## config.mk

```make
export PLATFORM = sky130hd
export DESIGN_NAME = lsu_split_access_flat
export DESIGN_NICKNAME = d
export VERILOG_FILES = /design/src/rtl/lsu_split_access_if.sv /design/src/rtl/lsu_split_access.sv /design/src/flat_wrapper.sv
export SDC_FILE = /design/constraint.sdc
export NUM_CORES = 1
export LEC_CHECK = 0
export ABC_AREA = 1
export BUFFER_PORTS_ARGS = -buffer_cell sky130_fd_sc_hd__buf_2
export CORE_MARGIN = 1.5
export CORE_UTILIZATION = 55
export DETAILED_ROUTE_END_ITERATION = 7
export GPL_TIMING_DRIVEN = 0
export PLACE_DENSITY = 0.86
export SETUP_SLACK_MARGIN = 0.05
export SLEW_MARGIN = 20
export SYNTH_ARGS = -nofsm -noshare
export SYNTH_HDL_FRONTEND = slang
export SYNTH_SLANG_ARGS = --single-unit
```

## constraint.sdc

```tcl
create_clock -name clk -period 2.96 [get_ports clk]
set_input_delay 0.444 -clock clk [delete_from_list [all_inputs] [get_ports clk]]
set_output_delay 0.444 -clock clk [all_outputs]
set_load 0.03 [all_outputs]
```

## src/rtl/lsu_split_access_if.sv

```systemverilog
// Core-side request/response and data-bus signals of the load/store access unit.
// The slave modport is the unit's view; the master modport is the environment's view.
interface lsu_split_access_if #(
    parameter int XLEN = 32
);
    localparam int BW = XLEN / 8;

    logic            req_valid;
    logic            req_ready;
    logic            req_we;
    logic [1:0]      req_size;
    logic            req_unsigned;
    logic [XLEN-1:0] req_addr;
    logic [XLEN-1:0] req_wdata;
    logic            bus_req;
    logic            bus_gnt;
    logic            bus_we;
    logic [XLEN-1:0] bus_addr;
    logic [BW-1:0]   bus_be;
    logic [XLEN-1:0] bus_wdata;
    logic            bus_rvalid;
    logic [XLEN-1:0] bus_rdata;
    logic            bus_err;
    logic            rsp_valid;
    logic [XLEN-1:0] rsp_rdata;
    logic            rsp_err;

    modport slave (
        input  req_valid, req_we, req_size, req_unsigned, req_addr, req_wdata,
        input  bus_gnt, bus_rvalid, bus_rdata, bus_err,
        output req_ready, bus_req, bus_we, bus_addr, bus_be, bus_wdata,
        output rsp_valid, rsp_rdata, rsp_err
    );

    modport master (
        output req_valid, req_we, req_size, req_unsigned, req_addr, req_wdata,
        output bus_gnt, bus_rvalid, bus_rdata, bus_err,
        input  req_ready, bus_req, bus_we, bus_addr, bus_be, bus_wdata,
        input  rsp_valid, rsp_rdata, rsp_err
    );
endinterface

```

## src/rtl/lsu_split_access.sv

```systemverilog
// Load/store access unit: lane placement, byte enables, read merge/extension,
// and splitting of word-crossing accesses into two sequential bus beats.
module lsu_split_access #(
    parameter int XLEN           = 32,
    parameter bit ALLOW_MISALIGN = 1'b1
) (
    input  logic               clk,
    input  logic               rst_n,
    lsu_split_access_if.slave  lsu
);
    localparam int BW = XLEN / 8;
    localparam int OW = $clog2(BW);
    localparam int IW = $clog2(XLEN);

    typedef enum logic [2:0] {IDLE, REQ0, WAIT0, REQ1, WAIT1, RESP} state_t;

    state_t            state_r, state_s;
    logic              we_r, uns_r, cross_r, err_r;
    logic [1:0]        size_r;
    logic [OW-1:0]     off_r;
    logic [XLEN-1:0]   base_r, wdata_r, r0_r, r1_r;

    logic [OW-1:0]     in_off_s;
    logic [3:0]        in_nbytes_s;
    logic              in_illegal_s, in_cross_s, in_reject_s;
    logic [3:0]        nbytes_s;
    logic [2*BW-1:0]   mask_s, be_wide_s;
    logic [2*XLEN-1:0] wd_wide_s, rd_wide_s;
    logic [XLEN-1:0]   addr1_s;

    logic              ready_s, bus_req_s, bus_we_s, rsp_valid_s, rsp_err_s;
    logic [XLEN-1:0]   bus_addr_s, bus_wdata_s, rsp_rdata_s;
    logic [BW-1:0]     bus_be_s;

    // Keep the low nbytes bytes of a merged read and sign- or zero-extend above them.
    function automatic logic [XLEN-1:0] extend_load(input logic [XLEN-1:0] d,
                                                    input logic [1:0] size,
                                                    input logic uns);
        logic [XLEN-1:0] res;
        logic [IW-1:0]   top;
        logic            fill;
        int              nbits;
        nbits = ((8 << size) > XLEN) ? XLEN : (8 << size);
        top   = IW'(nbits - 1);
        fill  = d[top] & ~uns;
        for (int i = 0; i < XLEN; i++) begin
            res[i] = (i < nbits) ? d[i] : fill;
        end
        return res;
    endfunction

    assign in_off_s     = lsu.req_addr[OW-1:0];
    assign in_nbytes_s  = 4'd1 << lsu.req_size;
    assign in_illegal_s = (XLEN == 32) && (lsu.req_size == 2'd3);
    assign in_cross_s   = (32'(in_off_s) + 32'(in_nbytes_s)) > 32'(BW);
    assign in_reject_s  = in_illegal_s || (in_cross_s && !ALLOW_MISALIGN);

    // Both beats come from one double-width shift; the upper half is beat 1.
    assign nbytes_s  = 4'd1 << size_r;
    assign mask_s    = (2*BW)'(8'hFF >> (4'd8 - nbytes_s));
    assign be_wide_s = mask_s << off_r;
    assign wd_wide_s = {{XLEN{1'b0}}, wdata_r} << {off_r, 3'b000};
    assign rd_wide_s = {r1_r, r0_r} >> {off_r, 3'b000};
    assign addr1_s   = base_r + XLEN'(BW);

    // State register and per-access datapath capture.
    always_ff @(posedge clk) begin
        if (!rst_n) begin
            state_r <= IDLE;
            we_r    <= 1'b0;
            uns_r   <= 1'b0;
            cross_r <= 1'b0;
            err_r   <= 1'b0;
            size_r  <= 2'd0;
            off_r   <= '0;
            base_r  <= '0;
            wdata_r <= '0;
            r0_r    <= '0;
            r1_r    <= '0;
        end else begin
            state_r <= state_s;
            case (state_r)
                IDLE: begin
                    if (lsu.req_valid) begin
                        we_r    <= lsu.req_we;
                        uns_r   <= lsu.req_unsigned;
                        size_r  <= lsu.req_size;
                        off_r   <= in_off_s;
                        base_r  <= {lsu.req_addr[XLEN-1:OW], {OW{1'b0}}};
                        wdata_r <= lsu.req_wdata;
                        cross_r <= in_cross_s;
                        err_r   <= in_reject_s;
                        r0_r    <= '0;
                        r1_r    <= '0;
                    end
                end
                WAIT0: begin
                    if (lsu.bus_rvalid) begin
                        r0_r  <= lsu.bus_rdata;
                        err_r <= lsu.bus_err;
                    end
                end
                WAIT1: begin
                    if (lsu.bus_rvalid) begin
                        r1_r  <= lsu.bus_rdata;
                        err_r <= err_r | lsu.bus_err;
                    end
                end
                default: begin
                    err_r <= err_r;
                end
            endcase
        end
    end

    // Next-state and output decode.
    always_comb begin
        state_s     = state_r;
        ready_s     = 1'b0;
        bus_req_s   = 1'b0;
        bus_we_s    = 1'b0;
        bus_addr_s  = '0;
        bus_be_s    = '0;
        bus_wdata_s = '0;
        rsp_valid_s = 1'b0;
        rsp_err_s   = 1'b0;
        rsp_rdata_s = '0;
        case (state_r)
            IDLE: begin
                ready_s = 1'b1;
                if (lsu.req_valid) begin
                    state_s = in_reject_s ? RESP : REQ0;
                end else begin
                    state_s = IDLE;
                end
            end
            REQ0: begin
                bus_req_s   = 1'b1;
                bus_we_s    = we_r;
                bus_addr_s  = base_r;
                bus_be_s    = be_wide_s[BW-1:0];
                bus_wdata_s = wd_wide_s[XLEN-1:0];
                state_s     = lsu.bus_gnt ? WAIT0 : REQ0;
            end
            WAIT0: begin
                if (!lsu.bus_rvalid) begin
                    state_s = WAIT0;
                end else if (lsu.bus_err || !cross_r) begin
                    state_s = RESP;
                end else begin
                    state_s = REQ1;
                end
            end
            REQ1: begin
                bus_req_s   = 1'b1;
                bus_we_s    = we_r;
                bus_addr_s  = addr1_s;
                bus_be_s    = be_wide_s[2*BW-1:BW];
                bus_wdata_s = wd_wide_s[2*XLEN-1:XLEN];
                state_s     = lsu.bus_gnt ? WAIT1 : REQ1;
            end
            WAIT1: begin
                state_s = lsu.bus_rvalid ? RESP : WAIT1;
            end
            RESP: begin
                rsp_valid_s = 1'b1;
                rsp_err_s   = err_r;
                if (we_r || err_r) begin
                    rsp_rdata_s = '0;
                end else begin
                    rsp_rdata_s = extend_load(rd_wide_s[XLEN-1:0], size_r, uns_r);
                end
                state_s = IDLE;
            end
            default: begin
                state_s = IDLE;
            end
        endcase
    end

    // Everything is forced low while reset is asserted, including the cycle it first appears.
    assign lsu.req_ready = rst_n & ready_s;
    assign lsu.bus_req   = rst_n & bus_req_s;
    assign lsu.bus_we    = rst_n & bus_we_s;
    assign lsu.bus_addr  = rst_n ? bus_addr_s  : '0;
    assign lsu.bus_be    = rst_n ? bus_be_s    : '0;
    assign lsu.bus_wdata = rst_n ? bus_wdata_s : '0;
    assign lsu.rsp_valid = rst_n & rsp_valid_s;
    assign lsu.rsp_err   = rst_n & rsp_err_s;
    assign lsu.rsp_rdata = rst_n ? rsp_rdata_s : '0;
endmodule
```

## src/flat_wrapper.sv

```systemverilog
// flat-port wrapper written by rule: the top's interface ports become plain ports
module lsu_split_access_flat 
#(
    parameter int XLEN           = 32,
    parameter bit ALLOW_MISALIGN = 1'b1
)
  (clk, rst_n, lsu_req_valid, lsu_req_we, lsu_req_size, lsu_req_unsigned, lsu_req_addr, lsu_req_wdata, lsu_bus_gnt, lsu_bus_rvalid, lsu_bus_rdata, lsu_bus_err, lsu_req_ready, lsu_bus_req, lsu_bus_we, lsu_bus_addr, lsu_bus_be, lsu_bus_wdata, lsu_rsp_valid, lsu_rsp_rdata, lsu_rsp_err);
  lsu_split_access_if #(.XLEN(XLEN)) lsu_i ();
  input  logic clk;
  input  logic rst_n;
  input wire logic [$bits(lsu_i.req_valid)-1:0] lsu_req_valid;
  input wire logic [$bits(lsu_i.req_we)-1:0] lsu_req_we;
  input wire logic [$bits(lsu_i.req_size)-1:0] lsu_req_size;
  input wire logic [$bits(lsu_i.req_unsigned)-1:0] lsu_req_unsigned;
  input wire logic [$bits(lsu_i.req_addr)-1:0] lsu_req_addr;
  input wire logic [$bits(lsu_i.req_wdata)-1:0] lsu_req_wdata;
  input wire logic [$bits(lsu_i.bus_gnt)-1:0] lsu_bus_gnt;
  input wire logic [$bits(lsu_i.bus_rvalid)-1:0] lsu_bus_rvalid;
  input wire logic [$bits(lsu_i.bus_rdata)-1:0] lsu_bus_rdata;
  input wire logic [$bits(lsu_i.bus_err)-1:0] lsu_bus_err;
  output wire logic [$bits(lsu_i.req_ready)-1:0] lsu_req_ready;
  output wire logic [$bits(lsu_i.bus_req)-1:0] lsu_bus_req;
  output wire logic [$bits(lsu_i.bus_we)-1:0] lsu_bus_we;
  output wire logic [$bits(lsu_i.bus_addr)-1:0] lsu_bus_addr;
  output wire logic [$bits(lsu_i.bus_be)-1:0] lsu_bus_be;
  output wire logic [$bits(lsu_i.bus_wdata)-1:0] lsu_bus_wdata;
  output wire logic [$bits(lsu_i.rsp_valid)-1:0] lsu_rsp_valid;
  output wire logic [$bits(lsu_i.rsp_rdata)-1:0] lsu_rsp_rdata;
  output wire logic [$bits(lsu_i.rsp_err)-1:0] lsu_rsp_err;
  assign lsu_i.req_valid = lsu_req_valid;
  assign lsu_i.req_we = lsu_req_we;
  assign lsu_i.req_size = lsu_req_size;
  assign lsu_i.req_unsigned = lsu_req_unsigned;
  assign lsu_i.req_addr = lsu_req_addr;
  assign lsu_i.req_wdata = lsu_req_wdata;
  assign lsu_i.bus_gnt = lsu_bus_gnt;
  assign lsu_i.bus_rvalid = lsu_bus_rvalid;
  assign lsu_i.bus_rdata = lsu_bus_rdata;
  assign lsu_i.bus_err = lsu_bus_err;
  assign lsu_req_ready = lsu_i.req_ready;
  assign lsu_bus_req = lsu_i.bus_req;
  assign lsu_bus_we = lsu_i.bus_we;
  assign lsu_bus_addr = lsu_i.bus_addr;
  assign lsu_bus_be = lsu_i.bus_be;
  assign lsu_bus_wdata = lsu_i.bus_wdata;
  assign lsu_rsp_valid = lsu_i.rsp_valid;
  assign lsu_rsp_rdata = lsu_i.rsp_rdata;
  assign lsu_rsp_err = lsu_i.rsp_err;
  lsu_split_access #(.XLEN(XLEN), .ALLOW_MISALIGN(ALLOW_MISALIGN)) u_core (.clk(clk), .rst_n(rst_n), .lsu(lsu_i));
endmodule
```

# After elaboration in Yosys (flattened, before gate mapping)
# Index checks and enable logic that the tools add are counted.
# Widths: inputs -> output; s select.
[word_totals] regBits=137 in_bits=106 out_inout_bits=105 wordCells=151
[classes] addsub=4 magnitude_cmp=35 n_eq_ne=9 shift=7 n_mux=65 bitwise_logic=8 n_reduce_logical=12
[op_table] operator="$lt 6x32->1 const A" n=16
[op_table] operator="$lt 5x32->1 const A" n=8
[op_table] operator="$mux 32" n=8
[op_table] operator="$pmux 32 s2" n=4
[op_table] operator="$lt 4x32->1 const A" n=4
[op_table] operator="$lt 3x32->1 const A" n=2
[op_table] operator="$shl 32x5->64" n=1
[op_table] operator="$shr 64x5->32" n=1
[op_table] operator="$mux 1" n=42
[op_table] operator="$add 32x3->32 const B" n=1
[op_table] operator="$gt 32x3->1 const B" n=1
[op_table] operator="$gt 32x7->1 const B" n=1
[op_table] operator="$lt 1x32->1 const A" n=1
[op_table] operator="$lt 2x32->1 const A" n=1
[op_table] operator="$shl 4x2->32 const A" n=1
[op_table] operator="$mux 3" n=5
[op_table] operator="$pmux 3 s5" n=1
[op_table] operator="$pmux 4 s2" n=1
[op_table] operator="$shl 1x2->4 const A" n=2
[op_table] operator="$shl 8x2->8" n=1
[op_table] operator="$shr 8x4->8 const A" n=1
[op_table] operator="$and 1x1->1" n=6
[op_table] operator="$eq 3x2->1 const B" n=2
[op_table] operator="$eq 3x3->1 const B" n=2
[op_table] operator="other kinds (22)" n=27

# Depth between registers and ports, before layout
[depth] depth_word=11 ltp_mapped=12 mapped_depth_nobuf=11

# Worst setup path after synthesis
# Ideal clock, no wire load.
[synth_timing] path_type="register to output" from="register u_core.state_r[1]" to="output lsu_rsp_rdata[1]" t_arrival_ns=2.056 t_required_ns=2.516 setup_slack_ns=0.460 path_stages_with_launch=9 path_buffers=1 cell_sequence="dfxtp_1 -> inv_2 -> nand3_1 -> nor2_1 -> nand2_1 -> inv_2 -> buf_2 -> o21ai_1 -> a31oi_1"
[synth_via] elab_chain_len=3
[synth_lines] element="start: declaration" line="lsu_split_access.sv:17" text="state_t state_r, state_s;"
[synth_lines] element="start signal: assignment" line="lsu_split_access.sv:81" text="state_r <= state_s;"
[synth_lines] element="$eq 3x3->1" line="lsu_split_access.sv:128" text="case (state_r)"
[synth_lines] element="$mux 32" line="lsu_split_access.sv:128"
[synth_lines] element="$mux 32" line="lsu_split_access.sv:190" text="assign lsu.rsp_rdata = rst_n ? rsp_rdata_s : '0;"
[synth_lines] element="end: declaration" line="flat_wrapper.sv:28" text="output wire logic [$bits(lsu_i.rsp_rdata)-1:0] lsu_rsp_rdata;"
# No other way between the ends.

# Worst setup path in the final report
[layout_timing] from="register u_core.off_r[1]" to="output lsu_bus_wdata[6]"
[layout_via] elab_chain_len=3
[layout_lines] element="start: declaration" line="lsu_split_access.sv:20" text="logic [OW-1:0] off_r;"
[layout_lines] element="start signal: assignment" line="lsu_split_access.sv:88" text="off_r <= in_off_s;"
[layout_lines] element="$shl 32x5->64" line="lsu_split_access.sv:62" text="assign wd_wide_s = {{XLEN{1'b0}}, wdata_r} << {off_r, 3'b000};"
[layout_lines] element="$pmux 32 s2" line="lsu_split_access.sv:128"
[layout_lines] element="$mux 32" line="lsu_split_access.sv:187" text="assign lsu.bus_wdata = rst_n ? bus_wdata_s : '0;"
[layout_lines] element="end: declaration" line="flat_wrapper.sv:26" text="output wire logic [$bits(lsu_i.bus_wdata)-1:0] lsu_bus_wdata;"
# No other way between the ends.

==> results.yml <==
die:
  initial_utilization_pct: 56.7
  rows: 43
  ios: 211
  core_um2: 14000
  die_area_um2: 15200
  fp.dieW_um: 123
  die_h_um: 123
synthesis:
  synth_ff_type: "dfxtp_1"
  yosysUniqueCellTypes: 43
  async_flop_share_pct: 0
  synth_edf_count: 0
  ys_ff_latch: 129
  yosys-top-cells-area: "dfxtp_1, nand2_1, a21oi_1, o21ai_0, inv_1"
  syn_area_um2: 7930
  ys_seq_area_share_pct: 32.6
  synth_cells: 1269
  synth_area_per_cell_um2: 6.25
  synth_top_area_share_pct: 32.6
  synth_area_leader_cell: "dfxtp_1"
  synthTopCellsByCount: "nand2_1, a21oi_1, o21ai_0"
  ys_warn_count: 0
  synthMostInstantiatedCell: "nand2_1"
timing:
  finalCritPeriodShare_pct: 98.1
  finalSetupViolations: 0
  rsz0062_at_grt: "no"
  final-hold-violation-count: 0
  fin_skew_ns: 0.0100
  fin_crit_ns: 2.90
  worst-slew-pin-transition_ns: 0.821
  maxClockFrequency_mhz: 344
  tns_ns: 0
  drv_slew: 0
  max_slew_margin_pct: 45.3
pwr:
  p_total_mw: 5.92
  power.density_nw_per_um2: 594
  max-vdd-ir-drop_uv: 552
  cellLeakagePower_nw: 4.33
global_route:
  groute.usage.overall_pct: 42.1
  overflow: 0
  grt_pass1_vias: 9023
  grt_max_degree: 17
  antenna_found_initial: 1
  grt_pass1_wl_um: 47700
finish:
  layout-drive-gt1-share_pct: 22.4
  fin_area_um2: 9960
  final_nets: 1615
  area_delta_synth_final_pct: 25.6
  fin_util_pct: 71.2
detailed_routing:
  ant_nets: 0
  drc_errors: 1
  via_per_inst: 5.98
  wl_um: 32400
  via_count: 10100
  initialDrtViolationCount: 1483
  avgRoutedWirePerCell_um: 19.1
  dr.pass1.iters: 8
worst_hold_path:
  hold_path_class: "in -> reg"
  worstHoldStart: "lsu_req_addr[19]"
  hold_end: "u_core.base_r[19]$_SDFFE_PN0P_"
  holdPathStages: 3
clock_network:
  clockBufferDepth: 2
  cts_made_buffers: 17
  cts_htree_levels: 4
  clock-root-buffer: "clkbuf_16"
  clock_sinks: 129
  postCtsHoldBufs: 0
  clk_latency_ns: 0.43
  cts.clk_slew.worst_paths_ns: 0.06
  cts_tree: "done"
place:
  numPortBuffers: 208
  gp_congestion: 1.05
  dpl-instance-area_um2: 9200
  dpl.hpwl_um: 24000
status:
  outcome: "finished, violations left"
  violations: "DRC"
run:
  maxCapViolCount: 0
critical_path:
  path_cells: "clkinvlp_4, buf_2, clkbuf_1, o21ai_0, a22oi_1, nor2_1, buf_2"
  worstSetupEndpointType: "primary output"
  required_ns: 2.52
  critPathLaunchType: "flop"
  reg2reg_from: "u_core.state_r[0]$_SDFF_PN0_"
  cp_slowest_cell: "clkbuf_1"
  max_stage_delay_ns: 0.49
  reg2reg_to: "u_core.r1_r[8]$_SDFFE_PN0P_"
  crit_type: "reg -> out"
  path_common_cell: "buf_2"
  worstPathArrival_ns: 2.46
  r2r_cells: 7
  rrSetupSlack_ns: 1.03
  crit_fanout: 10
[metal layers]
layer / global-route usage [%] / routed length (um)
met4: 19.7 / 1510
met5: 0 / 12
met2: 64.2 / 14000
met1: 54.9 / 12600
met3: 12.0 / 4180
[layout make-up]
class | count | area [um2]
Multi-Input combinational cell | 933 | 4550
Clock buffer | 19 | 453
Sequential cell | 129 | 2590
Inverter | 125 | 479
Tap cell | 180 | 225
Antenna cell | 1 | 2.50
Fill cell | 1333 | 4030
Clock inverter | 13 | 170
Buffer | 83 | 418
Timing Repair Buffer | 213 | 1080
[critical path, delay by kind of cell (launching register included)]
kind	cells	cell delay (ns)
buffers and inverters	4	1.10
flip-flops	1	0.38
AND/OR/NAND/NOR	1	0.09
AO/OA/AOI/OAI	2	0.46
[flip-flops by register name, indices dropped and copies added, names as in the netlist]
name / count
u_core.base_r: 30
u_core.cross_r: 1
u_core.err_r: 1
u_core.off_r: 2
u_core.r0_r: 32
u_core.r1_r: 24
u_core.size_r: 2
u_core.state_r: 3
u_core.uns_r: 1
u_core.wdata_r: 32
u_core.we_r: 1
[kinds of logic (layout without fill, tap and decap cells)]
family	Yosys count	count (layout)	synth area share, %
mux	1	1	0.126
xor+xnor	1	1	0.110
flops	129	129	32.6
compound gates	428	428	29.2
simple gates	494	494	25.9
buf+inv	208	453	10.9
fa+ha+maj	7	7	1.20
other cells	1	3	0.0473
[timing repair]
item,in CTS,in global routing
endpoints found under the setup margin,25,84
pin swaps,0,2
cloned,0,0
resized for setup,10,32
endpoints found under the hold margin,0,0
setup buffers,0,5
[placed cells by master (no fill, tap or decap), types with 14 or more instances in the layout]
cell,Yosys,layout
nor2_1,107,103
a22oi_1,14,14
nand2_1,284,283
nor3_1,15,14
buf_2,30,231
clkbuf_16,0,17
nand3_1,60,60
dfxtp_1,129,125
clkbuf_1,42,36
inv_1,114,113
a21oi_1,199,199
o21ai_0,168,166
[metrics by stage]
stage / hold WS (ns) / std cells / setup WS (ns)
after global routing: 0.263 / 1695 / 0.0518
after CTS: 0.254 / 1690 / 0.0603
after global placement: 0.444 / 1658 / 0.260
final: 0.262 / 1696 / 0.0567
after floorplan: 0.430 / 1270 / 0.460
after detailed placement: 0.452 / 1658 / 0.224
[where the power goes]
group          switching [mW]  total (mW)  internal (mW)
combinational            1.12        1.60          0.475
sequential              0.145        2.06           1.92
clock                   0.873        2.26           1.38
total                    2.14        5.92           3.78
[worst max-delay path by stage]
stage	to	cells after the start	start	slack (ns)
6_report	lsu_bus_wdata[6]	7	u_core.off_r[1]$_SDFFE_PN0P_	0.06
5_1_grt	lsu_bus_wdata[21]	8	u_core.state_r[1]$_SDFF_PN0_	0.05
4_1_cts	lsu_bus_addr[24]	12	u_core.base_r[3]$_SDFFE_PN0P_	0.06
3_5_place_dp	lsu_bus_be[3]	7	rst_n	0.22
3_3_place_gp	lsu_bus_be[3]	7	rst_n	0.26
2_1_floorplan	lsu_rsp_rdata[1]	8	u_core.state_r[1]$_SDFF_PN0_	0.46
(Power assumes the default switching activity.)
